[src/rtl/voice_pkg.sv]
// voice_pkg -- shared definitions for the voice capture path.
//
// Holds the I2S receiver FSM state encoding (one-hot), the CHANNEL_SEL
// codes and the default sample width.  The sample width matches the
// sdramfifo word, so FIFO users import this package as well.
//
// No ports (package).
package voice_pkg;

    // Default sample width, equal to the downstream sdramfifo word width.
    localparam int DEFAULT_DATA_WIDTH = 16;

    // CHANNEL_SEL codes.
    localparam int CH_LEFT  = 0;   // capture lrclk-low words only
    localparam int CH_RIGHT = 1;   // capture lrclk-high words only
    localparam int CH_BOTH  = 2;   // capture both, interleaved L,R

    // One-hot receiver states.
    typedef enum logic [3:0] {
        ST_IDLE  = 4'b0001,
        ST_DELAY = 4'b0010,
        ST_SHIFT = 4'b0100,
        ST_WAIT  = 4'b1000
    } state_e;

endpackage

[src/rtl/sync_edge.sv]
// sync_edge -- two-flop synchroniser with rising-edge detect.
//
// The edge input (codec bit clock) is synchronised and its 0->1
// transition is reported as a one-cycle o_rise pulse, three i_clk edges
// after the input rises.  The companion data inputs (word select and
// serial data) only pass through the two-flop synchroniser so that they
// can be sampled on o_rise.
//
// Ports:
//   i_clk        system clock, rising edge
//   i_rst        synchronous active-high reset (clears all flops)
//   i_edge       asynchronous input whose rising edge is detected
//   i_data       asynchronous inputs, synchronised only
//   o_rise       one-cycle pulse per rising edge of i_edge
//   o_data_sync  synchronised i_data
module sync_edge
    import voice_pkg::*;
#(
    parameter int WIDTH = 2
) (
    input  logic             i_clk,
    input  logic             i_rst,
    input  logic             i_edge,
    input  logic [WIDTH-1:0] i_data,
    output logic             o_rise,
    output logic [WIDTH-1:0] o_data_sync
);

    logic             edge_meta_q;
    logic             edge_sync_q;
    logic             edge_prev_q;
    logic             rise_q;
    logic [WIDTH-1:0] data_meta_q;
    logic [WIDTH-1:0] data_sync_q;

    always_ff @(posedge i_clk) begin
        if (i_rst) begin
            edge_meta_q <= 1'b0;
            edge_sync_q <= 1'b0;
            edge_prev_q <= 1'b0;
            rise_q      <= 1'b0;
            data_meta_q <= '0;
            data_sync_q <= '0;
        end else begin
            edge_meta_q <= i_edge;
            edge_sync_q <= edge_meta_q;
            edge_prev_q <= edge_sync_q;
            // Registered detect: the pulse lands on the third edge after
            // the input rises, while the data sync stays stable around it.
            rise_q      <= edge_sync_q & ~edge_prev_q;
            data_meta_q <= i_data;
            data_sync_q <= data_meta_q;
        end
    end

    assign o_rise      = rise_q;
    assign o_data_sync = data_sync_q;

endmodule

[src/rtl/i2s_rx_packer.sv]
// i2s_rx_packer -- I2S receiver that packs serial samples into words for
// the sdramfifo.
//
// The codec clocks (bclk, lrclk) and data are asynchronous and are
// synchronised to i_clk, which must run at least 8x bclk.  Each channel
// word starts one bclk after the lrclk change (I2S delay), MSB first.
// Bits beyond DATA_WIDTH in a slot are ignored.  A word cut short by an
// early lrclk change is discarded and flagged on o_frame_err.
//
// Build option: define VOICE_DROP_CNT_EN to implement the dropped-word
// counter; otherwise o_drop_cnt is tied to zero.  Words completed while
// i_full is high are never written in either build.
//
// Ports:
//   i_clk        system clock, rising edge
//   i_rst        synchronous active-high reset
//   i_bclk       codec bit clock (asynchronous)
//   i_lrclk      codec word select (asynchronous), low = left
//   i_sdata      codec serial data (asynchronous)
//   i_full       downstream FIFO full
//   o_wr         one-cycle FIFO write strobe
//   o_data       sample word, valid with o_wr, held until the next write
//   o_frame_err  one-cycle pulse when a word is truncated
//   o_drop_cnt   saturating count of words dropped due to i_full
module i2s_rx_packer
    import voice_pkg::*;
#(
    parameter int DATA_WIDTH  = DEFAULT_DATA_WIDTH,
    parameter int CHANNEL_SEL = CH_BOTH
) (
    input  logic                  i_clk,
    input  logic                  i_rst,
    input  logic                  i_bclk,
    input  logic                  i_lrclk,
    input  logic                  i_sdata,
    input  logic                  i_full,
    output logic                  o_wr,
    output logic [DATA_WIDTH-1:0] o_data,
    output logic                  o_frame_err,
    output logic [15:0]           o_drop_cnt
);

    localparam int   CNT_W     = $clog2(DATA_WIDTH + 1);
    localparam logic SEL_BOTH  = (CHANNEL_SEL == CH_BOTH);
    localparam logic SEL_RIGHT = (CHANNEL_SEL == CH_RIGHT);

    logic                  brise;
    logic [1:0]            din_sync;
    logic                  lr_s;
    logic                  sd_s;

    state_e                state_q;
    logic                  lr_prev_q;
    logic                  chan_q;
    logic [CNT_W-1:0]      bit_cnt_q;
    logic [DATA_WIDTH-1:0] shift_q;
    logic [DATA_WIDTH-1:0] data_q;
    logic                  wr_q;
    logic                  ferr_q;

    logic                  lr_change;
    logic                  last_bit;
    logic                  chan_en;
    logic [DATA_WIDTH-1:0] word_d;

    sync_edge #(
        .WIDTH(2)
    ) u_sync (
        .i_clk      (i_clk),
        .i_rst      (i_rst),
        .i_edge     (i_bclk),
        .i_data     ({i_lrclk, i_sdata}),
        .o_rise     (brise),
        .o_data_sync(din_sync)
    );

    assign lr_s = din_sync[1];
    assign sd_s = din_sync[0];

    assign lr_change = (lr_s != lr_prev_q);
    // bit_cnt counts bits already in the shifter, so this brise carries
    // the LSB when DATA_WIDTH-1 bits are held.
    assign last_bit  = (bit_cnt_q == CNT_W'(DATA_WIDTH - 1));
    assign chan_en   = SEL_BOTH | (chan_q == SEL_RIGHT);
    assign word_d    = {shift_q[DATA_WIDTH-2:0], sd_s};

    always_ff @(posedge i_clk) begin
        if (i_rst) begin
            state_q   <= ST_IDLE;
            lr_prev_q <= 1'b0;
            chan_q    <= 1'b0;
            bit_cnt_q <= '0;
            shift_q   <= '0;
            data_q    <= '0;
            wr_q      <= 1'b0;
            ferr_q    <= 1'b0;
        end else begin
            wr_q   <= 1'b0;
            ferr_q <= 1'b0;
            if (brise) begin
                lr_prev_q <= lr_s;
                case (state_q)
                    ST_IDLE, ST_WAIT: begin
                        if (lr_change) begin
                            state_q   <= ST_DELAY;
                            chan_q    <= lr_s;
                            bit_cnt_q <= '0;
                        end
                    end
                    ST_DELAY: begin
                        // First bclk after the lrclk change carries the MSB.
                        shift_q   <= {{(DATA_WIDTH-1){1'b0}}, sd_s};
                        bit_cnt_q <= CNT_W'(1);
                        state_q   <= ST_SHIFT;
                    end
                    ST_SHIFT: begin
                        if (lr_change) begin
                            // Truncated word: drop it and resync on the new channel.
                            ferr_q    <= 1'b1;
                            state_q   <= ST_DELAY;
                            chan_q    <= lr_s;
                            bit_cnt_q <= '0;
                        end else begin
                            shift_q   <= word_d;
                            bit_cnt_q <= bit_cnt_q + CNT_W'(1);
                            if (last_bit) begin
                                state_q <= ST_WAIT;
                                if (chan_en && !i_full) begin
                                    data_q <= word_d;
                                    wr_q   <= 1'b1;
                                end
                            end
                        end
                    end
                    default: begin
                        state_q <= ST_IDLE;
                    end
                endcase
            end
        end
    end

`ifdef VOICE_DROP_CNT_EN
    logic [15:0] drop_cnt_q;
    logic        drop_evt;

    // A selected word finishing while the FIFO is full is lost.
    assign drop_evt = brise && (state_q == ST_SHIFT) && !lr_change &&
                      last_bit && chan_en && i_full;

    always_ff @(posedge i_clk) begin
        if (i_rst) begin
            drop_cnt_q <= '0;
        end else if (drop_evt && (drop_cnt_q != 16'hFFFF)) begin
            drop_cnt_q <= drop_cnt_q + 16'd1;
        end
    end

    assign o_drop_cnt = drop_cnt_q;
`else
    assign o_drop_cnt = 16'd0;
`endif

    assign o_wr        = wr_q;
    assign o_data      = data_q;
    assign o_frame_err = ferr_q;

endmodule

[config.mk]
export PLATFORM = sky130hd
export DESIGN_NAME = i2s_rx_packer
export DESIGN_NICKNAME = d
export VERILOG_FILES = /design/src/rtl/voice_pkg.sv /design/src/rtl/sync_edge.sv /design/src/rtl/i2s_rx_packer.sv
export SDC_FILE = /design/constraint.sdc
export NUM_CORES = 1
export LEC_CHECK = 0
export BUFFER_PORTS_ARGS = -buffer_cell sky130_fd_sc_hd__buf_2
export CORE_MARGIN = 2
export CORE_UTILIZATION = 49
export CTS_CLUSTER_SIZE = 24
export DETAILED_ROUTE_END_ITERATION = 16
export GPL_ROUTABILITY_DRIVEN = 0
export PLACE_DENSITY_LB_ADDON = 0.3
export SYNTH_ARGS = -nofsm -noshare
export SYNTH_HDL_FRONTEND = slang
export SYNTH_SLANG_ARGS = --single-unit
[constraint.sdc]
create_clock -name i_clk -period 1.9 [get_ports i_clk]
set_input_delay 0.38 -clock i_clk [delete_from_list [all_inputs] [get_ports i_clk]]
set_output_delay 0.38 -clock i_clk [all_outputs]
set_load 0.05 [all_outputs]
==> results.ini <==
[worst_hold_path]
hold_path_class = input port to register
worstHoldStart = i_lrclk

[global_routing]
antenna_found_initial = 0
grt_pass1_wl_um = 6072
grt-busiest-layer = met2
grt_usage = 0.1600
gr-total-overflow = 0
use_met2 = 0.2297
grt_pass1_vias = 1308
grtUsageMet1 = 0.2146
use_met3 = 0.04942
grt_start_max_net_pins = 22

[sta]
hold_viol = 0
setup_viol = 0
hold_ws_ns = 0.2840
rsz0062_at_grt = yes
setup_tns_ns = 0
drv_slew = 0
fmax_ghz = 0.5316
period_needed_ns = 1.881
fin_worst_skew_ns = 0.007190
period_share = 0.9901

[clocking]
cts_tree = yes
htreeDepth = 2
cts_num_sinks = 51
cts_buffer_depth = 2
cts_buffers = 5
clkTransAtPathRegs_ns = 0.09
insertion_delay_ns = 0.30
root_buffer = clkbuf_8

[setup_path]
critPathCaptureType = register
worstSetupStartpoint = bit_cnt_q[1]$_SDFFE_PP0P_
arrival_ns = 2.08
timing.rr.start = bit_cnt_q[1]$_SDFFE_PP0P_
path_class = register to register
crit_required_ns = 2.09
cp_max_fo = 8
startpoint_type = register

[final_layout]
nFillCells = 355
diodes = 0
final_cell_mix = dfxtp_1, buf_2, a21oi_1, nor2_1, o21ai_0
fin_nets = 261
area_growth_pct = 18.18
final_area_mm2 = 0.002481
drive_above_1_share = 0.2332
layout_commonest_cell = dfxtp_1

[yosys]
synth_area_mm2 = 0.002100
synth_edf_count = 0
ys_types = 37
postSynthCellCount = 224
yosys_warnings = 0
avgSynthCellArea_um2 = 9.373
ys_async_sr_fraction = 0
ys_ff_latch = 51
ys.flop_type = dfxtp_1
ys_seq_area_frac = 0.4863

[power_and_ir_drop]
p_per_area_mw_per_mm2 = 773.0
power.ir.vdd_worst_mv = 0.4650
leakagePower_nw = 1.046

[detailed_routing]
drt.antenna.violating_nets = 0
post_drt_wl_per_cell_um = 13.25
drc = 0
drtIter0Drc = 74
vias = 1603
firstDrtPassIters = 4
routed_via_density = 5.290
routed_wl_um = 4016

[placed_design]
portBuffers = 23
place_hpwl_um = 2454
place_area_mm2 = 0.002221

[job]
maxCapViolCount = 0

[status]
status = completed

[floorplan]
die_x_um = 69.46
start_util = 0.5174
dieArea_mm2 = 0.004824
row_count = 23
top_level_ports = 40
core_mm2 = 0.004058
die_h_um = 69.46

worst paths after layout:
path / end / slack (ns) / cells past startpoint
setup / recovery: o_data[14]$_SDFFE_PP0P_ / 0.02 / 8
hold / removal: u_sync.data_meta_q[1]$_SDFF_PP0_ / 0.28 / 2
setup reg to reg: o_data[14]$_SDFFE_PP0P_ / 0.02 / 8
hold reg to reg: u_sync.o_rise$_SDFF_PP0_ / 0.39 / 1
cell usage after synthesis, types with 3 or more instances:
master | n | area, µm²
dfxtp_1 | 51 | 1021
a21oi_1 | 22 | 110.1
nor2_1 | 22 | 82.58
o21ai_0 | 20 | 100.1
buf_4 | 17 | 127.6
mux2i_1 | 17 | 170.2
nand2_1 | 16 | 60.06
clkbuf_1 | 10 | 37.54
nor2b_1 | 9 | 56.30
buf_2 | 4 | 20.02
a311oi_1 | 3 | 26.28
inv_1 | 3 | 11.26
state kept, by name (all words and copies together), names as in the netlist:
name and count:
u_sync.edge_meta_q 1, u_sync.data_meta_q 2, o_wr 1, u_sync.edge_sync_q 1, lr_prev_q 1, o_data 16, u_sync.o_data_sync 2, u_sync.edge_prev_q 1
state_q 4, u_sync.o_rise 1, shift_q 15, o_frame_err 1, bit_cnt_q 5
layer usage:
| metal | share of wire | vias up |
|---|---|---|
| met2 | 0.46 | 51 |
| met3 | 0.059 | 6 |
| li1 | - | 801 |
| met5 | 0 | - |
| met1 | 0.46 | 745 |
| met4 | 0.022 | 0 |
cells by family (layout without fill, tap and decap cells):
group,count (synthesis),count (layout),synth area share
AOI/OAI and AO/OA,54,54,0.1466
xor gates and xnor gates,4,4,0.01669
adders and majority gates,2,2,0.01192
buffers and inverters,34,48,0.09356
DFF,51,51,0.4863
muxes,17,17,0.08105
other,1,16,0.001786
and+or+nand+nor,61,61,0.1621
final cells by class:
class / count / area (µm²) / area share
Tap cell: 50 / 62.56 / 0.02521
Sequential cell: 51 / 1028 / 0.4145
Multi-Input combinational cell: 154 / 1001 / 0.4034
Clock inverter: 1 / 30.03 / 0.01210
Timing Repair Buffer: 38 / 275.3 / 0.1109
Inverter: 3 / 11.26 / 0.004539
Clock buffer: 6 / 72.57 / 0.02925
critical path, stage by stage (launching register included):
cell and delay (ns):
dfxtp_4 0.38, ha_4 0.14, and3_4 0.19, ha_4 0.15
nor2b_4 0.13, nand4_1 0.27, clkbuf_16 0.29, mux2i_1 0.15
nor2_1 0.07
power by group:
group	switching, mW	total (mW)	internal, mW
logic	0.100	0.117	0.0166
registers	0.00452	1.08	1.07
clock network	0.338	0.724	0.386
through the flow:
stage | cells | setup slack, ns | total power, mW | utilization
finish | 303 | 0.01872 | 1.918 | 0.6115
CTS | 296 | 0.05521 | 1.930 | 0.5726
global placement | 289 | 0.04572 | 1.218 | 0.5473
detailed placement | 289 | 0.08814 | 1.218 | 0.5473
floorplan | 239 | 0.01803 | 1.229 | -
global route | 303 | -0.02604 | 1.985 | 0.6115
timing repair:
item,CTS,global route
hold buffers,0,0
buffers inserted,0,5
resized for setup,0,14
setup endpoints to repair,0,18
(Power assumes the default switching activity.)
